## config.mk

```make
export PLATFORM = sky130hd
export DESIGN_NAME = fetch_controller
export DESIGN_NICKNAME = d
export VERILOG_FILES = /design/src/rtl/fetch_pkg.sv /design/src/rtl/fetch_outstanding_tracker.sv /design/src/rtl/fetch_controller.sv
export SDC_FILE = /design/constraint.sdc
export NUM_CORES = 1
export LEC_CHECK = 0
export BUFFER_PORTS_ARGS = -buffer_cell sky130_fd_sc_hd__buf_4
export CORE_MARGIN = 2
export CORE_UTILIZATION = 45
export CTS_CLUSTER_DIAMETER = 60
export DETAILED_ROUTE_END_ITERATION = 16
export GPL_TIMING_DRIVEN = 1
export HOLD_SLACK_MARGIN = 0.1
export PLACE_DENSITY = 0.72
export SYNTH_ARGS = -nofsm -noshare
export SYNTH_HDL_FRONTEND = slang
export SYNTH_HIERARCHICAL = 1
export SYNTH_SLANG_ARGS = --single-unit
```

## constraint.sdc

```tcl
create_clock -name clk -period 4.5 [get_ports clk]
set_clock_uncertainty 0.1 [all_clocks]
set_input_delay 0.9 -clock clk [delete_from_list [all_inputs] [get_ports clk]]
set_output_delay 0.9 -clock clk [all_outputs]
set_load 0.03 [all_outputs]
```

## src/rtl/fetch_pkg.sv

```systemverilog
// Shared types and encodings for the instruction fetch controller.
package fetch_pkg;

  typedef enum logic [1:0] {
    IDLE  = 2'd0,
    FETCH = 2'd1,
    ALIGN = 2'd2
  } fetch_state_e;

  // Prefetch buffer read-enable encodings
  localparam logic [1:0] RD_NONE = 2'b00;
  localparam logic [1:0] RD_HALF = 2'b10;
  localparam logic [1:0] RD_WORD = 2'b11;

  // Low two bits of a halfword that starts a 32-bit instruction
  localparam logic [1:0] ILEN32_LSBS = 2'b11;

endpackage

```

## src/rtl/fetch_outstanding_tracker.sv

```systemverilog
// Counts granted-but-unreturned imem requests and how many of them are stale
// (issued before the last redirect) so their responses can be dropped.
module fetch_outstanding_tracker #(
  parameter int CNT_W = 2
) (
  input  logic             clk,
  input  logic             rst,
  input  logic             gnt,
  input  logic             rvalid,
  input  logic             flush,
  output logic [CNT_W-1:0] outstanding,
  output logic             drop_resp
);

  logic [CNT_W-1:0] discard;
  logic [CNT_W-1:0] out_next;
  logic             resp_live;

  // A response only counts when a request is actually in flight; anything
  // arriving with nothing outstanding is a leftover from before reset.
  always_comb begin
    resp_live = rvalid && (outstanding != '0);
    drop_resp = (discard != '0) || (outstanding == '0);
    out_next  = outstanding + CNT_W'(gnt) - CNT_W'(resp_live);
  end

  // Counter update; on a flush every request still in flight (including one
  // granted this cycle) becomes stale, since discard is a subset of outstanding.
  always_ff @(posedge clk) begin
    if (rst) begin
      outstanding <= '0;
      discard     <= '0;
    end else begin
      outstanding <= out_next;
      if (flush) begin
        discard <= out_next;
      end else if (resp_live && (discard != '0)) begin
        discard <= discard - CNT_W'(1);
      end
    end
  end

  a_discard_le_outstanding: assert property (@(posedge clk) disable iff (rst)
    discard <= outstanding);

endmodule

```

## src/rtl/fetch_controller.sv

```systemverilog
// Instruction fetch sequencer: issues imem word fetches, steers responses into
// the halfword prefetch buffer and pops 16/32-bit instructions to decode.
module fetch_controller
  import fetch_pkg::*;
#(
  parameter logic [31:0] BOOT_ADDR       = 32'h0000_0000,
  parameter int          BUF_WORDS       = 4,
  parameter int          MAX_OUTSTANDING = 2
) (
  input  logic        clk,
  input  logic        rst,
  input  logic        fetch_en,
  output logic        imem_req,
  output logic [31:0] imem_addr,
  input  logic        imem_gnt,
  input  logic        imem_rvalid,
  output logic        buf_write_en,
  output logic [1:0]  buf_read_en,
  output logic        buf_flush,
  input  logic [1:0]  buf_first_hw_lsbs,
  input  logic        redirect_valid,
  input  logic [31:0] redirect_pc,
  output logic        instr_valid,
  input  logic        instr_ready,
  output logic [31:0] instr_pc,
  output logic        instr_compressed
);

  localparam int CNT_W = $clog2(MAX_OUTSTANDING + 1);
  localparam int HW_W  = $clog2(2 * BUF_WORDS + 1) + 1;

  fetch_state_e     state;
  logic [31:0]      pc;
  logic [31:0]      fetch_addr;
  logic [HW_W-1:0]  hw_cnt;
  logic             rd_odd;
  logic [CNT_W-1:0] outstanding;
  logic             drop_resp;

  logic [HW_W-1:0]  slots_used;
  logic [HW_W-1:0]  hw_next;
  logic             active;
  logic             redir;
  logic             compressed;
  logic             grant;
  logic             push;
  logic             pop;
  logic             align_pop;
  logic             unused_redirect_lsb;

  assign unused_redirect_lsb = redirect_pc[0];

  fetch_outstanding_tracker #(
    .CNT_W(CNT_W)
  ) u_tracker (
    .clk        (clk),
    .rst        (rst),
    .gnt        (grant),
    .rvalid     (imem_rvalid),
    .flush      (redir),
    .outstanding(outstanding),
    .drop_resp  (drop_resp)
  );

  // Handshake decode; everything is combinational from registered state so a
  // pop presented this cycle is consumed at the next edge with no extra latency.
  always_comb begin
    active     = (state != IDLE) && !rst;
    redir      = active && redirect_valid;
    compressed = (buf_first_hw_lsbs != ILEN32_LSBS);
    // A half-consumed word (rd_odd) still occupies a whole buffer slot.
    slots_used = (hw_cnt + HW_W'(rd_odd) + HW_W'(1)) >> 1;
    imem_req   = active
               && ((int'(slots_used) + int'(outstanding)) < BUF_WORDS)
               && (int'(outstanding) < MAX_OUTSTANDING);
    grant      = imem_req && imem_gnt;
    // Writing into a buffer being flushed would be lost anyway.
    push       = imem_rvalid && !drop_resp && !rst && !redir;
    instr_valid = (state == FETCH) && !rst && !redirect_valid
                && (hw_cnt != '0) && (compressed || (hw_cnt >= HW_W'(2)));
    align_pop  = (state == ALIGN) && !rst && !redirect_valid && (hw_cnt != '0);
    pop        = instr_valid && instr_ready;

    buf_read_en = RD_NONE;
    if (pop) begin
      buf_read_en = compressed ? RD_HALF : RD_WORD;
    end else if (align_pop) begin
      buf_read_en = RD_HALF;
    end

    hw_next = hw_cnt;
    if (push) begin
      hw_next = hw_next + HW_W'(2);
    end
    if (pop) begin
      hw_next = hw_next - (compressed ? HW_W'(1) : HW_W'(2));
    end else if (align_pop) begin
      hw_next = hw_next - HW_W'(1);
    end

    buf_write_en     = push;
    buf_flush        = rst || redir;
    imem_addr        = fetch_addr;
    instr_pc         = pc;
    instr_compressed = compressed && !rst;
  end

  // Fetch FSM with PC, fetch address and buffer occupancy tracking.
  always_ff @(posedge clk) begin
    if (rst) begin
      state      <= IDLE;
      pc         <= BOOT_ADDR;
      fetch_addr <= {BOOT_ADDR[31:2], 2'b00};
      hw_cnt     <= '0;
      rd_odd     <= 1'b0;
    end else if (state == IDLE) begin
      if (redirect_valid) begin
        pc         <= {redirect_pc[31:1], 1'b0};
        fetch_addr <= {redirect_pc[31:2], 2'b00};
      end
      if (fetch_en) begin
        state <= FETCH;
      end
    end else if (redir) begin
      pc         <= {redirect_pc[31:1], 1'b0};
      fetch_addr <= {redirect_pc[31:2], 2'b00};
      hw_cnt     <= '0;
      rd_odd     <= 1'b0;
      state      <= redirect_pc[1] ? ALIGN : FETCH;
    end else begin
      hw_cnt <= hw_next;
      if (grant) begin
        fetch_addr <= fetch_addr + 32'd4;
      end
      if (pop) begin
        pc <= pc + (compressed ? 32'd2 : 32'd4);
        if (compressed) begin
          rd_odd <= ~rd_odd;
        end
      end
      if (align_pop) begin
        // Low halfword of the target word is skipped; we now sit mid-word.
        rd_odd <= ~rd_odd;
        state  <= FETCH;
      end
    end
  end

  a_hw_cnt_bound: assert property (@(posedge clk) disable iff (rst)
    hw_cnt <= HW_W'(2 * BUF_WORDS));
  a_no_write_when_full: assert property (@(posedge clk) disable iff (rst)
    !(buf_write_en && (slots_used == HW_W'(BUF_WORDS))));

endmodule

```

==> metrics.cfg, run 1 <==
[outcome]
status = finished, final reports clean

[critical_path]
crit_required_ps = 3500
r2r_start = hw_cnt[0]$_SDFFE_PP0P_
cp.arrival_ps = 2560
worstSetupStartpoint = hw_cnt[0]$_SDFFE_PP0P_
start_kind = register
ff2ff_path_depth = 14
r2r-end = u_tracker/discard[1]$_SDFFE_PP0P_
path_class = register to primary output
path_max_fanout = 7
critPathCapture = imem_req
cp-end-kind = primary output
r2r_setup_slack_ps = 950

[global_route]
grt_pass1_vias = 5069
grt_max_degree = 46
grt_usage = 0.269
antenna_found_initial = 0
grt_pass1_wl_um = 25200
grt.overflow.total = 0

[power]
seqPwrFrac = 0.389
power.switching_w = 0.000705
p_sw_frac = 0.354
ir_worst_vdd_uv = 190
p_leak_nw = 2.42
internal_power_w = 0.00128
combPwrFrac = 0.283
clockPowerShare = 0.327
power.density_nw_per_um2 = 326

[clock_tree]
postCtsSetupBuffers = 0
clkTransAtPathRegs_ps = 80
ctsHoldBuffers = 0
cts_resized = 0
clock_latency_ps = 380
clk_path_buf_depth = 2
numCtsBuffers = 9
root_buffer = clkbuf_8
htreeDepth = 3
cts_sinks = 73
cts_tree = yes

[floorplan]
core_sq_um = 10800
die_w_um = 109
initial_core_util = 0.459
die_area_sq_um = 11900
io-pin-count = 112
die_h_um = 109
row_count = 38

[timing]
period_minus_slack_ps = 3560
timing.final.ws_setup_ps = 943
worst_pin_slew_ps = 940
finalCritPeriodShare = 0.790
setup_viol = 0
max_freq_mhz = 281
grt_setup_unrepaired = no
slew_violations = 0
finalHoldViolations = 0
slew-limit-headroom = 0.371
tns_ps = 0

[placed_design]
place_area_sq_um = 5860
portBuffers = 107
gp_congestion = 0.917
dp_hpwl_um = 11600
dp_slack_ps = 713

[routing]
drt_iter0_drc = 578
drt_wl_total_um = 16000
drcViolationCount = 0
wl_per_cell_um = 17.5
vias = 5618
viasPerCell = 6.17
drtAntennaViolNets = 0
drtPass1Iterations = 5

[synth]
synth_edf_count = 0
synth_ff_type = dfxtp_1
synth-warning-count = 6
netlist_instances = 679
avgSynthCellArea_sq_um = 7.30
synth_cell_type_count = 70
synth_seq_area_share = 0.295
ys_async_sr_fraction = 0
ys_seq_elements = 73
syn-cell-area_sq_um = 4950

[min_path]
hold_path_class = register to register
hold-path-cell-count = 2

[finish]
finalInstanceArea_sq_um = 6100
n_antenna_cell = 0
drive_gt1_frac = 0.193
fin_nets = 822
syn2layout_area_growth_pct = 23.2

[job]
cap_violations = 0

layout make-up:
cell class,count,area [sq um]
tap,140,175
fill,1031,4690
timing repair buffer,120,901
multi-input combinational,536,3220
clock inverter,7,119
inverter,26,97.6
clock buffer,9,124
sequential,73,1460
per-stage QoR:
stage          power (W)  utilization  hold slack, ps  std cells
2_1_floorplan    0.00115            -             388        681
3_3_place_gp     0.00133        0.543             363        895
3_5_place_dp     0.00134        0.543             373        895
4_1_cts          0.00199        0.565             391        911
5_1_grt          0.00208        0.565             411        911
6_report         0.00199        0.565             385        911
cell usage after synthesis (6+ instances only):
cell type  number  area share
and4_1          6       0.011
and2_1          9       0.011
a21o_1          6      0.0091
a31oi_1        11       0.014
a21oi_1        58       0.059
a22oi_1        17       0.026
buf_2           8      0.0081
o21ai_0        55       0.056
ha_1           13       0.033
and3_1         10       0.013
o31ai_1        22       0.033
nand4_1        12       0.015
nor3_1         11       0.011
nor4_1          8       0.010
a211oi_1       15       0.023
o22ai_1         7      0.0088
nor2_1         57       0.043
clkbuf_1       32       0.024
dfxtp_1        73        0.29
nand2_1        98       0.074
o41ai_1        12       0.021
nand3_1        32       0.032
inv_1          26       0.020
cells in the final DEF (no fill, tap or decap), types with 3 or more instances in the layout:
| cell | count |
|---|---|
| a41o_1 | 3 |
| o22ai_1 | 7 |
| a31oi_1 | 11 |
| buf_4 | 120 |
| a22oi_1 | 17 |
| and2_1 | 9 |
| dfxtp_1 | 73 |
| a311oi_1 | 5 |
| nand4_1 | 12 |
| o21ai_0 | 55 |
| nor3b_1 | 3 |
| o21a_1 | 3 |
| ha_1 | 13 |
| nand2_1 | 98 |
| o31ai_1 | 22 |
| a221oi_1 | 3 |
| nand3_1 | 32 |
| conb_1 | 3 |
| xor2_1 | 4 |
| nor3_1 | 11 |
| nor2_1 | 57 |
| and3_1 | 10 |
| and4_1 | 6 |
| nor4_1 | 8 |
| a21oi_1 | 58 |
| o41ai_1 | 12 |
| bufinv_16 | 3 |
| a21o_1 | 6 |
| inv_1 | 26 |
| clkbuf_8 | 9 |
| a211oi_1 | 15 |
worst min path at each step:
stage	end	startpoint	slack (ps)
2_1_floorplan	rd_odd$_SDFFE_PP0P_	rd_odd$_SDFFE_PP0P_	390
3_3_place_gp	instr_pc[31]$_SDFFE_PP0P_	instr_pc[31]$_SDFFE_PP0P_	360
3_5_place_dp	instr_pc[31]$_SDFFE_PP0P_	instr_pc[31]$_SDFFE_PP0P_	370
4_1_cts	instr_pc[31]$_SDFFE_PP0P_	instr_pc[31]$_SDFFE_PP0P_	390
5_1_grt	instr_pc[31]$_SDFFE_PP0P_	instr_pc[31]$_SDFFE_PP0P_	410
6_report	instr_pc[31]$_SDFFE_PP0P_	instr_pc[31]$_SDFFE_PP0P_	390
power groups by stage:
stage | logic, W | registers, W | clock network [W]
CTS | 0.000561 | 0.000772 | 0.000657
global route | 0.000616 | 0.000783 | 0.000682
finish | 0.000564 | 0.000775 | 0.000651
global placement | 0.000545 | 0.000784 | 0
detailed placement | 0.000558 | 0.000787 | 0
floorplan | 0.000295 | 0.000854 | 0
metal layers:
| metal | part of all wire | wire length [um] | track usage | up-vias |
|---|---|---|---|---|
| met4 | 0.015 | 233 | 0.0998 | 0 |
| met2 | 0.47 | 7440 | 0.429 | 238 |
| met1 | 0.44 | 6950 | 0.363 | 2654 |
| met5 | 0 | 0 | 0 | - |
| met3 | 0.084 | 1350 | 0.0454 | 18 |
| li1 | - | - | - | 2708 |
worst max-delay path: stages (launching register included):
cell,delay (ps)
dfxtp_1,380
or2_2,300
ha_1,200
xor2_1,150
ha_1,280
nand3_1,70
nand4_1,240
nor3_1,350
buf_4,220
sequential cells by signal (all words and copies together), names as in the netlist:
signal	count
state	2
instr_pc	31
u_tracker/outstanding	2
hw_cnt	5
u_tracker/discard	2
imem_addr	30
rd_odd	1
cells by family (layout without fill, tap and decap cells):
kind of cell	Yosys count	after routing	synth area share
AND/OR/NAND/NOR	264	264	0.254
AO/OA/AOI/OAI	246	246	0.330
other	1	3	0.000757
buffers and inverters	72	162	0.0619
XOR/XNOR	7	7	0.0152
adder cells (fa/ha/maj)	15	15	0.0409
flip-flops	73	73	0.295
multiplexers	1	1	0.00227
No activity file was read; power rests on OpenSTA's default activity.
==> run 2: changes to the inputs <==
--- a/config.mk
+++ b/config.mk
@@ -5,6 +5,7 @@
 export SDC_FILE = /design/constraint.sdc
 export NUM_CORES = 1
 export LEC_CHECK = 0
+export ABC_AREA = 1
 export BUFFER_PORTS_ARGS = -buffer_cell sky130_fd_sc_hd__buf_4
 export CORE_MARGIN = 2
 export CORE_UTILIZATION = 45
==> constraint.sdc (replaced) <==
create_clock -name clk -period 3.4 [get_ports clk]
set_clock_uncertainty 0.1 [all_clocks]
set_input_delay 0.68 -clock clk [delete_from_list [all_inputs] [get_ports clk]]
set_output_delay 0.68 -clock clk [all_outputs]
set_load 0.03 [all_outputs]
==> run 2 against run 1 <==
Net effect:
- register-to-register slack got worse by 560 ps
- clock-buffer cell count increased by 1
- sequential power increased by 41%
- synthesized cell count increased by 24%
- combinational power increased by 59%
- via count increased by 3.4%
- die area increased by 9.0%
- sequential share of layout area decreased by 1.8 points
- power increased by 59%
- non-clock buffer count decreased by 3
- cell area increased by 8.2%
- largest cell class unchanged
==> metrics.cfg, run 2 <==
[outcome]
status = finished, final reports clean

[routing]
vias = 5811
drt_iter0_drc = 413
viasPerCell = 5.37
drtPass1Iterations = 5
drcViolationCount = 0
drtAntennaViolNets = 0
wl_per_cell_um = 15.0
drt_wl_total_um = 16200

[finish]
finalInstanceArea_sq_um = 6600
mostFrequentLayoutCell = nand2_1
drive_gt1_frac = 0.202
syn2layout_area_growth_pct = 21.9
fin_nets = 987
largest_reg_flops = 31
n_antenna_cell = 0
layout_common_cells = nand2_1, buf_4, nor2_1, inv_1, dfxtp_1
fill_cells = 1190

[synth]
synth_edf_count = 0
avgSynthCellArea_sq_um = 6.45
synth_seq_area_share = 0.270
synth-warning-count = 6
synth_ff_type = dfxtp_1
synth_top_area_frac = 0.270
synth_most_common_cell = nand2_1
synth_cell_type_count = 43
yosys-top-cells-area = dfxtp_1, nand2_1, a21oi_1
synthTopCellsByCount = nand2_1, nor2_1, inv_1
synth.area.mux_share = 0
synth_top_family_by_area = simple AND/OR/NAND/NOR gates
synth-simple-area-share = 0.358
synth_top_area_cell = dfxtp_1
ys_seq_elements = 73
synth_xor_area_frac = 0.0518
synth_fa_ha_area_frac = 0.0374
ys_async_sr_fraction = 0
netlist_instances = 839
synth-compound-area-share = 0.171
syn-cell-area_sq_um = 5420

[floorplan]
die_area_sq_um = 12900
die_h_um = 114
initial_core_util = 0.457
die_w_um = 114
io-pin-count = 112
row_count = 40
core_sq_um = 11900

[timing]
max_freq_mhz = 332
whs_ps = 389
grt_setup_unrepaired = no
setup_viol = 0
tns_ps = 0
finalCritPeriodShare = 0.885
finalHoldViolations = 0
period_minus_slack_ps = 3010
slew_violations = 0

[global_route]
grtUsageMet1 = 0.350
use_met2 = 0.406
grt.overflow.total = 0
busiest_layer = met2
grt_pass1_wl_um = 26100
grt_pass1_vias = 5286
antenna_found_initial = 0
met3_usage = 0.0526
grt_max_degree = 45
grt_usage = 0.254

[power]
p_total_w = 0.00316
ir_worst_vdd_uv = 236
p_leak_nw = 2.96
power.density_nw_per_um2 = 478

[critical_path]
crit_required_ps = 3540
r2r-end = u_tracker/discard[1]$_SDFFE_PP0P_
r2r_start = hw_cnt[0]$_SDFFE_PP0P_
path_max_fanout = 5
path_class = register to register
cp-end-kind = register
ff2ff_path_depth = 22
r2r_setup_slack_ps = 390
cp.arrival_ps = 3150
start_kind = register

[job]
cap_violations = 0

[clock_tree]
postCtsSetupBuffers = 0
cts_sinks = 73
clk_path_buf_depth = 2
cts_resized = 0
cts_tree = yes
clock_latency_ps = 340
root_buffer = clkbuf_16
ctsHoldBuffers = 0
numCtsBuffers = 9
htreeDepth = 3
clkTransAtPathRegs_ps = 60

[placed_design]
place_area_sq_um = 6240
dp_hpwl_um = 12200
gp_congestion = 0.966
portBuffers = 107

[min_path]
min_to = state[1]$_SDFFE_PP0P_
holdCritStartpoint = state[1]$_SDFFE_PP0P_
hold-path-cell-count = 2
hold_path_class = register to register

## run 2: worst max path at each step
stage | to | slack, ps | startpoint | cells past startpoint
after floorplan | instr_pc[25]$_SDFFE_PP0P_ | 710 | buf_first_hw_lsbs[0] | 14
after global placement | hw_cnt[4]$_SDFFE_PP0N_ | 440 | rst | 16
after detailed placement | hw_cnt[4]$_SDFFE_PP0N_ | 420 | rst | 16
after CTS | u_tracker/discard[1]$_SDFFE_PP0P_ | 410 | hw_cnt[0]$_SDFFE_PP0P_ | 22
after global routing | u_tracker/discard[1]$_SDFFE_PP0P_ | 120 | hw_cnt[0]$_SDFFE_PP0P_ | 21
final | u_tracker/discard[1]$_SDFFE_PP0P_ | 390 | hw_cnt[0]$_SDFFE_PP0P_ | 22
## run 2: logic make-up (layout without fill, tap and decap cells)
group,after synthesis,count (layout)
simple gates,419,419
compound gates,169,169
buf+inv,130,225
flops,73,73
xor+xnor,32,32
fa+ha+maj,15,15
other cells,1,3
## run 2: metrics by stage
stage,setup WS (ps),util,instances
after global placement,441,0.526,1067
final,390,0.557,1083
after floorplan,713,-,841
after global routing,123,0.557,1083
after CTS,405,0.557,1083
after detailed placement,418,0.526,1067
## run 2: per-layer routing
| metal | share of wire | vias to the layer above |
|---|---|---|
| met5 | 0 | - |
| li1 | - | 2946 |
| met4 | 0.021 | 0 |
| met1 | 0.46 | 2640 |
| met2 | 0.45 | 197 |
| met3 | 0.065 | 28 |
## run 2: layout make-up
cell class              instances  area [sq um]  share of cell area
clock buffers                  10           229              0.0347
clock inverters                 6           130              0.0197
inverters                      92           350              0.0531
multi-input cells             638          3360               0.508
flip-flops and latches         73          1460               0.221
well taps                     147           184              0.0279
repair buffers                117           891               0.135
## run 2: worst max-delay path: stages, from the launching register on
cell and delay [ps]:
dfxtp_1 390, inv_2 90, nand2_1 120, ha_1 190, xor2_1 210, ha_1 260, nand3_1 70, nand2_1 60
nor3_2 140, nand4_1 190, inv_1 110, inv_1 50, ha_1 260, inv_1 40, ha_1 180, inv_1 50
nand2_1 60, nand2_1 70, nand2_1 60, nand3_1 70, nand3_1 70, nand2_1 60, inv_1 30
## run 2: power by group
| group | total [W] | switching [W] | internal (W) |
|---|---|---|---|
| clock network | 0.00117 | 0.000378 | 0.000789 |
| registers | 0.00109 | 0.000141 | 0.000950 |
| logic | 0.000899 | 0.000571 | 0.000328 |
==> run 3: changes to the inputs <==
--- a/config.mk
+++ b/config.mk
@@ -7,6 +7,7 @@
 export LEC_CHECK = 0
 export ABC_AREA = 1
 export BUFFER_PORTS_ARGS = -buffer_cell sky130_fd_sc_hd__buf_4
+export CORE_ASPECT_RATIO = 0.75
 export CORE_MARGIN = 2
 export CORE_UTILIZATION = 45
 export CTS_CLUSTER_DIAMETER = 60
==> constraint.sdc (replaced) <==
create_clock -name clk -period 2.9 [get_ports clk]
set_clock_uncertainty 0.1 [all_clocks]
set_input_delay 0.58 -clock clk [delete_from_list [all_inputs] [get_ports clk]]
set_output_delay 0.58 -clock clk [all_outputs]
set_load 0.03 [all_outputs]
==> run 3 against run 2 <==
Net effect:
- combinational power rose by 21%
- cell area up 0.72%
- clock power down 10%
- critical endpoint is now imem_req
- highest routed layer unchanged
==> metrics.cfg, run 3 (synthesis gave the netlist of run 2 again) <==
[outcome]
status = finished, final reports clean

[global_route]
grt_pass1_vias = 5257
grt_usage = 0.261
grt.overflow.total = 0
grt_max_degree = 38
antenna_found_initial = 0
grt_pass1_wl_um = 26600

[critical_path]
r2r-end = u_tracker/discard[1]$_SDFFE_PP0P_
crit_required_ps = 2220
r2r_start = hw_cnt[0]$_SDFFE_PP0P_
start_kind = register
cp.arrival_ps = 2170
r2r_setup_slack_ps = 50
crit_chain = inv_2 > nand2_4 > ha_4 > xor2_2 > ha_1 > nand3_1 > nand2_1 > nor3_2 > buf_4 > and3_1 > buf_6
path_max_fanout = 4
cp-end-kind = primary output
slowest_delay_ps = 320
path_class = register to primary output
cp_slowest_cell = dfxtp_2
ff2ff_path_depth = 22

[clock_tree]
clock_latency_ps = 340
clkTransAtPathRegs_ps = 60
root_buffer = clkbuf_16
numCtsBuffers = 9
htreeDepth = 3
cts_tree = yes
clk_path_buf_depth = 2
cts_sinks = 73

[finish]
finalInstanceArea_sq_um = 6650
fin_cells = 1104
fill_cells = 1212
drive_gt1_frac = 0.218
syn2layout_area_growth_pct = 22.8
layout_common_cells = nand2_1, buf_4, nor2_1, inv_1
mostFrequentLayoutCell = nand2_1
largest_reg_flops = 31
fin_nets = 996
n_antenna_cell = 0

[routing]
drt_wl_total_um = 16600
drtAntennaViolNets = 0
wl_per_cell_um = 15.0
drtPass1Iterations = 5
drt_iter0_drc = 616
vias = 5940
drcViolationCount = 0
viasPerCell = 5.38

[placed_design]
portBuffers = 107
place_area_sq_um = 6300
gp_congestion = 0.936
placedCellCount = 1087
dp_hpwl_um = 12700

[power]
p_sw_frac = 0.372
clockPowerShare = 0.306
power.switching_w = 0.00127
seqPwrFrac = 0.376
internal_power_w = 0.00215
ir_worst_vdd_uv = 314
combPwrFrac = 0.318
power.density_nw_per_um2 = 515
p_leak_nw = 2.96

[min_path]
holdCritStartpoint = state[1]$_SDFFE_PP0P_
hold_path_class = register to register
min_to = state[1]$_SDFFE_PP0P_
hold-path-cell-count = 2

[floorplan]
die_w_um = 131
die_area_sq_um = 12900
io-pin-count = 112
row_count = 34
core_sq_um = 11700
die_h_um = 99
initial_core_util = 0.465

[timing]
max_freq_mhz = 351
grt_setup_unrepaired = yes
finalCritPeriodShare = 0.981
finalHoldViolations = 0
slew_violations = 0
worst_pin_slew_ps = 521
setup_viol = 0
period_minus_slack_ps = 2850
slew-limit-headroom = 0.652

[job]
cap_violations = 0

run 3: changes by cell type in the layout (fill, tap and decap cells not counted), sizes merged:
| cell | delta |
|---|---|
| clkinv | -2 |
| bufinv | -4 |
| clkbuf | +3 |
| buf | +9 |
run 3: repair_timing:
action | in CTS | in global routing
setup buffers | 0 | 4
gates resized for setup | 0 | 14
endpoints found under the hold margin | 0 | 0
hold buffers | 0 | 0
endpoints found under the setup margin | 0 | 4
run 3: layout make-up:
class                   instances  area, sq um  area share
multi-input cells             638         3400       0.512
flip-flops and latches         73         1460       0.220
repair buffers                126          962       0.145
inverters                      92          350      0.0527
clock buffers                  13          270      0.0406
well taps                     162          203      0.0305
run 3: worst max path at each step:
stage	from	end	cells past startpoint	slack [ps]
finish	hw_cnt[0]$_SDFFE_PP0P_	imem_req	11	50
global route	hw_cnt[0]$_SDFFE_PP0P_	u_tracker/discard[1]$_SDFFE_PP0P_	22	-110
CTS	hw_cnt[0]$_SDFFE_PP0P_	u_tracker/discard[1]$_SDFFE_PP0P_	22	60
detailed placement	hw_cnt[0]$_SDFFE_PP0P_	u_tracker/discard[1]$_SDFFE_PP0P_	22	80
global placement	hw_cnt[0]$_SDFFE_PP0P_	u_tracker/discard[1]$_SDFFE_PP0P_	22	110
floorplan	hw_cnt[0]$_SDFFE_PP0P_	u_tracker/discard[1]$_SDFFE_PP0P_	22	300
run 3: stage by stage:
step	power, W	TNS [ps]	util	setup slack [ps]	hold WS (ps)
final	0.00342	0	0.571	55.0	387
after global routing	0.00361	-160	0.571	-112	423
after CTS	0.00340	0	0.564	59.0	381
after detailed placement	0.00236	0	0.540	77.9	371
after global placement	0.00234	0	0.540	113	371
after floorplan	0.00200	0	-	305	353
run 3: critical path, delay by kind of cell, from the launching register on:
| kind | cells | cell delay, ps |
|---|---|---|
| XOR/XNOR | 1 | 140 |
| AND/OR/NAND/NOR | 5 | 550 |
| flip-flops | 1 | 320 |
| buffers and inverters | 3 | 360 |
| adder cells (fa/ha/maj) | 2 | 450 |
run 3: metal layers:
layer / GRT usage / share of wire / vias to the layer above / wire length [um]
li1: - / - / 2960 / -
met1: 0.404 / 0.49 / 2743 / 8190
met2: 0.376 / 0.42 / 213 / 6900
met3: 0.0391 / 0.073 / 24 / 1200
met4: 0.0630 / 0.019 / 0 / 307
met5: 0 / 0 / - / 0
run 3: power groups by stage:
stage / Combinational, W / Clock [W] / Sequential (W)
2_1_floorplan: 0.000579 / 0 / 0.00143
3_3_place_gp: 0.00104 / 0 / 0.00130
3_5_place_dp: 0.00106 / 0 / 0.00130
4_1_cts: 0.00106 / 0.00105 / 0.00128
5_1_grt: 0.00120 / 0.00111 / 0.00131
6_report: 0.00109 / 0.00105 / 0.00129
